[src/rtl/meter_display_if.sv]
`timescale 1ns/1ps
`default_nettype none
// +----------------------------------------------------------------------+
// | meter_display_if                                                     |
// | Bundle between the BCD time source and the seven-segment display     |
// | stage: packed-BCD time in, active-low anode/segment/dp drive out.    |
// | Revision: 1.0                                                        |
// +----------------------------------------------------------------------+
interface meter_display_if;
  logic [15:0] bcd;  // digit3 = [15:12] ... digit0 = [3:0]
  logic [3:0]  an;   // active-low digit anodes
  logic [6:0]  seg;  // active-low cathodes, seg[0]=a .. seg[6]=g
  logic        dp;   // active-low decimal point

  // Time source side: drives the BCD value, may observe the display.
  modport master (output bcd, input an, input seg, input dp);
  // Display stage side.
  modport slave  (input bcd, output an, output seg, output dp);
endinterface

`default_nettype wire

[src/rtl/meter_display.sv]
`timescale 1ns/1ps
`default_nettype none
// +----------------------------------------------------------------------+
// | meter_display                                                        |
// | Time-multiplexes a 4-digit packed-BCD remaining time onto a          |
// | common-anode seven-segment display, flashing slowly below 200 s and  |
// | fast at 0000. Optional leading-zero blanking: define METER_LZB_EN.   |
// | Revision: 1.0                                                        |
// +----------------------------------------------------------------------+
module meter_display #(
  parameter int SCAN_DIV   = 100000,   // clk cycles per digit slot, >= 2
  parameter int BLINK_HALF = 50000000  // clk cycles per blink tick, >= 2
) (
  input  logic           clk,
  input  logic           rst,
  meter_display_if.slave bus
);

  localparam int c_scan_w  = $clog2(SCAN_DIV);
  localparam int c_blink_w = $clog2(BLINK_HALF);
  localparam logic [c_scan_w-1:0]  c_scan_last  = c_scan_w'(SCAN_DIV - 1);
  localparam logic [c_blink_w-1:0] c_blink_last = c_blink_w'(BLINK_HALF - 1);

  typedef enum logic [1:0] {
    MODE_NORMAL = 2'd0,
    MODE_LOW    = 2'd1,
    MODE_ZERO   = 2'd2
  } mode_t;

  logic [15:0]          r_bcd_q;
  mode_t                r_mode;
  mode_t                w_mode;
  logic [c_scan_w-1:0]  r_scan_cnt;
  logic [1:0]           r_idx;
  logic [c_blink_w-1:0] r_blink_cnt;
  logic [1:0]           r_tick;
  logic [3:0]           r_an;
  logic [6:0]           r_seg;

  logic                 w_mode_chg;
  logic                 w_blank;
  logic                 w_suppress;
  logic [3:0]           w_nib;
  logic [6:0]           w_seg_dec;

  // Capture the counter's BCD value; every decision below uses this copy.
  always_ff @(posedge clk or posedge rst) begin
    if (rst) r_bcd_q <= 16'h0000;
    else     r_bcd_q <= bus.bcd;
  end

  // Classify the displayed time: 0000, 1..199, or anything else.
  always_comb begin
    w_mode = MODE_NORMAL;
    if (r_bcd_q == 16'h0000)
      w_mode = MODE_ZERO;
    else if ((r_bcd_q[15:12] == 4'd0) && (r_bcd_q[11:8] < 4'd2))
      w_mode = MODE_LOW;
  end

  assign w_mode_chg = (w_mode != r_mode);

  // Flash phase; the cycle a new mode is entered is forced visible so a
  // fresh warning always opens with the digits shown.
  always_comb begin
    w_blank = 1'b0;
    if (!w_mode_chg) begin
      case (w_mode)
        MODE_ZERO: w_blank = r_tick[0];
        MODE_LOW:  w_blank = r_tick[1];
        default:   w_blank = 1'b0;
      endcase
    end
  end

  assign w_nib = r_bcd_q[{r_idx, 2'b00} +: 4];

  // Nibble to active-low segments {g..a}; non-BCD nibbles show a dash.
  always_comb begin
    case (w_nib)
      4'd0:    w_seg_dec = 7'b1000000;
      4'd1:    w_seg_dec = 7'b1111001;
      4'd2:    w_seg_dec = 7'b0100100;
      4'd3:    w_seg_dec = 7'b0110000;
      4'd4:    w_seg_dec = 7'b0011001;
      4'd5:    w_seg_dec = 7'b0010010;
      4'd6:    w_seg_dec = 7'b0000010;
      4'd7:    w_seg_dec = 7'b1111000;
      4'd8:    w_seg_dec = 7'b0000000;
      4'd9:    w_seg_dec = 7'b0010000;
      default: w_seg_dec = 7'b0111111;
    endcase
  end

`ifdef METER_LZB_EN
  // Hide a digit when it and every more-significant digit are zero;
  // the units digit is always shown.
  always_comb begin
    case (r_idx)
      2'd3:    w_suppress = (r_bcd_q[15:12] == 4'd0);
      2'd2:    w_suppress = (r_bcd_q[15:8]  == 8'd0);
      2'd1:    w_suppress = (r_bcd_q[15:4]  == 12'd0);
      default: w_suppress = 1'b0;
    endcase
  end
`else
  assign w_suppress = 1'b0;
`endif

  // Digit scan: each digit holds its slot for SCAN_DIV cycles, 0->1->2->3.
  always_ff @(posedge clk or posedge rst) begin
    if (rst) begin
      r_scan_cnt <= '0;
      r_idx      <= 2'd0;
    end else if (r_scan_cnt == c_scan_last) begin
      r_scan_cnt <= '0;
      r_idx      <= r_idx + 2'd1;
    end else begin
      r_scan_cnt <= r_scan_cnt + c_scan_w'(1);
    end
  end

  // Blink timebase and mode tracking; a mode change restarts the blink
  // phase and takes priority over a coincident tick.
  always_ff @(posedge clk or posedge rst) begin
    if (rst) begin
      r_blink_cnt <= '0;
      r_tick      <= 2'd0;
      r_mode      <= MODE_NORMAL;
    end else begin
      r_mode <= w_mode;
      if (w_mode_chg) begin
        r_blink_cnt <= '0;
        r_tick      <= 2'd0;
      end else if (r_blink_cnt == c_blink_last) begin
        r_blink_cnt <= '0;
        r_tick      <= r_tick + 2'd1;
      end else begin
        r_blink_cnt <= r_blink_cnt + c_blink_w'(1);
      end
    end
  end

  // Registered display drive: all dark when blanked or suppressed.
  always_ff @(posedge clk or posedge rst) begin
    if (rst) begin
      r_an  <= 4'b1111;
      r_seg <= 7'b1111111;
    end else if (w_blank || w_suppress) begin
      r_an  <= 4'b1111;
      r_seg <= 7'b1111111;
    end else begin
      r_an  <= ~(4'b0001 << r_idx);
      r_seg <= w_seg_dec;
    end
  end

  assign bus.an  = r_an;
  assign bus.seg = r_seg;
  assign bus.dp  = 1'b1;

endmodule

`default_nettype wire

[src/flat_wrapper.sv]
// flat-port wrapper written by rule: the top's interface ports become plain ports
module meter_display_flat 
#(
  parameter int SCAN_DIV   = 100000,                                     
  parameter int BLINK_HALF = 50000000                                    
)
  (clk, rst, bus_bcd, bus_an, bus_seg, bus_dp);
  meter_display_if bus_i ();
  input  logic clk;
  input  logic rst;
  input wire logic [$bits(bus_i.bcd)-1:0] bus_bcd;
  output wire logic [$bits(bus_i.an)-1:0] bus_an;
  output wire logic [$bits(bus_i.seg)-1:0] bus_seg;
  output wire logic [$bits(bus_i.dp)-1:0] bus_dp;
  assign bus_i.bcd = bus_bcd;
  assign bus_an = bus_i.an;
  assign bus_seg = bus_i.seg;
  assign bus_dp = bus_i.dp;
  meter_display #(.SCAN_DIV(SCAN_DIV), .BLINK_HALF(BLINK_HALF)) u_core (.clk(clk), .rst(rst), .bus(bus_i));
endmodule
[config.mk]
export PLATFORM = sky130hd
export DESIGN_NAME = meter_display_flat
export DESIGN_NICKNAME = d
export VERILOG_FILES = /design/src/rtl/meter_display_if.sv /design/src/rtl/meter_display.sv /design/src/flat_wrapper.sv
export SDC_FILE = /design/constraint.sdc
export NUM_CORES = 1
export LEC_CHECK = 0
export ABC_CLOCK_PERIOD_IN_PS = 7150
export BUFFER_PORTS_ARGS = -buffer_cell sky130_fd_sc_hd__buf_2
export CAP_MARGIN = 20
export CORE_UTILIZATION = 60
export CTS_CLUSTER_SIZE = 24
export DETAILED_ROUTE_END_ITERATION = 12
export GPL_TIMING_DRIVEN = 0
export PLACE_DENSITY = 0.87
export SYNTH_ARGS = -nofsm -noshare
export SYNTH_HDL_FRONTEND = slang
export SYNTH_SLANG_ARGS = --single-unit
[constraint.sdc]
create_clock -name clk -period 7.15 [get_ports clk]
set_input_delay 1.43 -clock clk [delete_from_list [all_inputs] [get_ports clk]]
set_output_delay 1.43 -clock clk [all_outputs]
set_load 0.005 [all_outputs]
==> impl_results.md <==
* Cell type with the largest total area after synthesis: dfrtp_1
* Period utilisation layout at 0.335
* Max-slew headroom at the worst pin at 0.409
* Initial DRC count at around 210
* Largest net degree at the start of global routing at 77
* Sequential area share after synthesis at 0.517
* Power per standard cell area at roughly 210 nW/um^2
* Post-synth top area share at 0.439
* Per-cell via count in the routed design at a little over 6
* Die area at around 6500 um^2
* Core Footprint at about 6000 um^2
* Hold Buf Count CTS at 0
* Root buffer cell: clkbuf_8
* Number of fill cells at between 400 and 500
* Fin cells at between 400 and 500
* Worst Setup Start Kind: register
* Family with the most delay on the worst path: flip-flops
* Worst vdd ir at 0.240 mV
* Sum of buffers and inverters on the critical path at 1
* Cells taking the most area after synthesis: dfrtp_1 44%, dfstp_2 7.8%, xnor2_1 4.0%
* Net count of the mapped netlist at around 370
* Worst hold slack at 0.489 ns
* Worst clock skew at approximately 0.016 ns
* Critical path data required time at 5.72 ns
* Kind of critical path: reg2out
* Cell with the biggest individual delay on the critical path: dfstp_2
* Worst-path fanout max at 1
* Share of post-route cells with drive strength above 1 at 0.199
* Area Overhead vs Synth at 10.8%
* Signal arrival time at the worst endpoint at 0.97 ns
* Number of clock buffers inserted by TritonCTS at 9
* Cell total after placement at about 440
* Clock slew at reported path FFs at 0.07 ns
* Worst reg2reg setup slack at approximately 4.8 ns
* Port-buffer cells at 28
* Max-slew violation total from the final report at 0
* CTS H-tree lvls at 3
* Share of async-settable or async-resettable flops after synthesis at 1.00
* Clock tree buffer depth at 2
* Final Hold Fails at 0
* Global Route Usage Sum at 0.260
* Leading post-synthesis cells by instance count: 65 x dfrtp_1, 19 x nor2_1, 19 x nor3_1, 17 x nand2_1, 17 x xnor2_1
* Hold crit path type: reg2reg
* Detailed-route DRC error count at 0
* Fin Setup TNS at 0 ns
* Congestion Overflow GR at 0
* Horiz. Die Dim at slightly above 80 um
* Wirelength per Cell at about 17 um
* Dpl ws at roughly 4.8 ns
* I/O pin cnt at 30
* Post-Route WL at 7790 um
* Sw Pwr at 242 uW
* Inserted Diodes at 0
* Clk Latency, worst-skew pair at ~0.35 ns
* Total number of placement rows at 28
* Combinational cell fraction of total power at 0.109
* Number of synthesized register bits at 76
* Maximum cell stage delay along the critical path at ~0.53 ns
* Top flip-flop cell by instance count after synthesis: dfrtp_1
* Final setup violation count at 0
* Cells after Synth at ~340
* Transition time at the pin with the least slew margin at approximately 0.89 ns
* Antenna violations before repair at 0
* Global-route wire length before repair at around 13000 um
* Clock period minus worst slack at between 2 and 2.5 ns
* F_max at 0.417 GHz
* Run status: completed
* Vias post-DR at 2804
* Post-synth design cell area at ~3700 um^2
* Final layout net count at roughly 410
* Leakage power figure at ~0.0017 uW
* Most frequent cell after synthesis: dfrtp_1
* Number of maximum-capacitance constraint violations at 0
* Cell-internal power at between 600 and 700 uW
* Clock tree from TritonCTS: yes
* Die span in y at about 81 um
* Sink Count at 76
* Number of warning messages in the yosys log at 0
* Setup repair after global routing missed its margin: false
* Antenna Nets Post-Route at 0
* Clock power share at 0.323
* 1st-pass router iterations at 5
* Kind of capture point of the worst setup path: primary output
* Half-perimeter wire length of the detailed placement result at about 5500 um
* Resized Gates After CTS at 0
* Vias in the first global route at around 2700
* Starting utilization of the core area at 0.622
* Worst setup slack after layout at between 4 and 5 ns
* RD Place Congestion at slightly below 0.9
* Number of distinct library cells after synthesis at between 40 and 50
* Avg Synthesized Cell Area at 11.0 um^2
* Fraction of power spent switching nets at 0.277
* Chain of cells forming the critical path: buf_2
* Post-CTS Setup Inserts at 0
* Post-synth EDFFs at 0
* Share of power burned in registers at 0.569
layout by cell type, fill, tap and decap left out, types with 11 or more instances in the layout:
cell      count
xnor2_1      17
nand4_1      11
o21ai_0      14
clkbuf_1     11
nand3_1      16
nor2_1       19
inv_1        11
dfrtp_1      65
nor3_1       19
dfstp_2      11
nand2_1      17
buf_2        33
ha_1         11
sequential cells by signal, indices dropped and copies added (netlist names):
| signal | count |
|---|---|
| u_core.bus.seg | 7 |
| u_core.r_scan_cnt | 17 |
| u_core.r_blink_cnt | 26 |
| u_core.r_mode | 2 |
| u_core.r_tick | 2 |
| u_core.r_bcd_q | 16 |
| u_core.bus.an | 4 |
| u_core.r_idx | 2 |
kinds of logic after synthesis:
| kind of cell | synth area share |
|---|---|
| buf+inv | 0.0280 |
| flops | 0.517 |
| xor+xnor | 0.0638 |
| simple gates | 0.223 |
| fa+ha+maj | 0.0371 |
| other cells | 0.00101 |
| mux | 0.0412 |
| compound gates | 0.0885 |
through the flow:
stage / cell area [um^2] / util / total power [uW]
global placement: 3940 / 0.662 / 587
detailed placement: 3940 / 0.662 / 598
global route: 4110 / 0.690 / 912
floorplan: 3710 / - / 561
finish: 4110 / 0.690 / 877
CTS: 4110 / 0.690 / 878
power by group through the flow:
stage	combinational [uW]	clock [uW]	sequential, uW
after global routing	109	302	501
after global placement	88.3	0	499
final	95.3	283	499
after detailed placement	94.3	0	504
after CTS	94.8	287	496
after floorplan	67.4	0	493
per-layer routing:
metal	wire length, um	up-vias	GRT usage
met5	0	-	0
met1	3240	1339	0.323
li1	-	1319	-
met2	3910	120	0.432
met3	471	26	0.0693
met4	162	0	0.0982
final timing paths:
check                                                      from                          endpoint  cells past startpoint
worst min register to register   u_core.r_scan_cnt[0]$_DFF_PP0_    u_core.r_scan_cnt[0]$_DFF_PP0_                      1
worst max register to register  u_core.r_blink_cnt[1]$_DFF_PP0_   u_core.r_blink_cnt[3]$_DFF_PP0_                      7
min in group asynchronous                                   rst  u_core.r_blink_cnt[21]$_DFF_PP0_                      2
max in group asynchronous                                   rst    u_core.r_scan_cnt[4]$_DFF_PP0_                      2
worst min-delay path             u_core.r_scan_cnt[0]$_DFF_PP0_    u_core.r_scan_cnt[0]$_DFF_PP0_                      1
worst max-delay path                u_core.bus.seg[2]$_DFF_PP1_                        bus_seg[2]                      1
final cells by class:
cell class | count | area [um^2] | area share
clock inverters | 2 | 12.5 | 0.00305
multi-input cells | 237 | 1690 | 0.411
well taps | 75 | 93.8 | 0.0228
repair buffers | 28 | 140 | 0.0341
plain buffers | 13 | 58.8 | 0.0143
flip-flops and latches | 76 | 1920 | 0.466
inverters | 12 | 47.5 | 0.0116
clock buffers | 14 | 153 | 0.0372
Note: power is estimated with default switching activity, not from simulation.
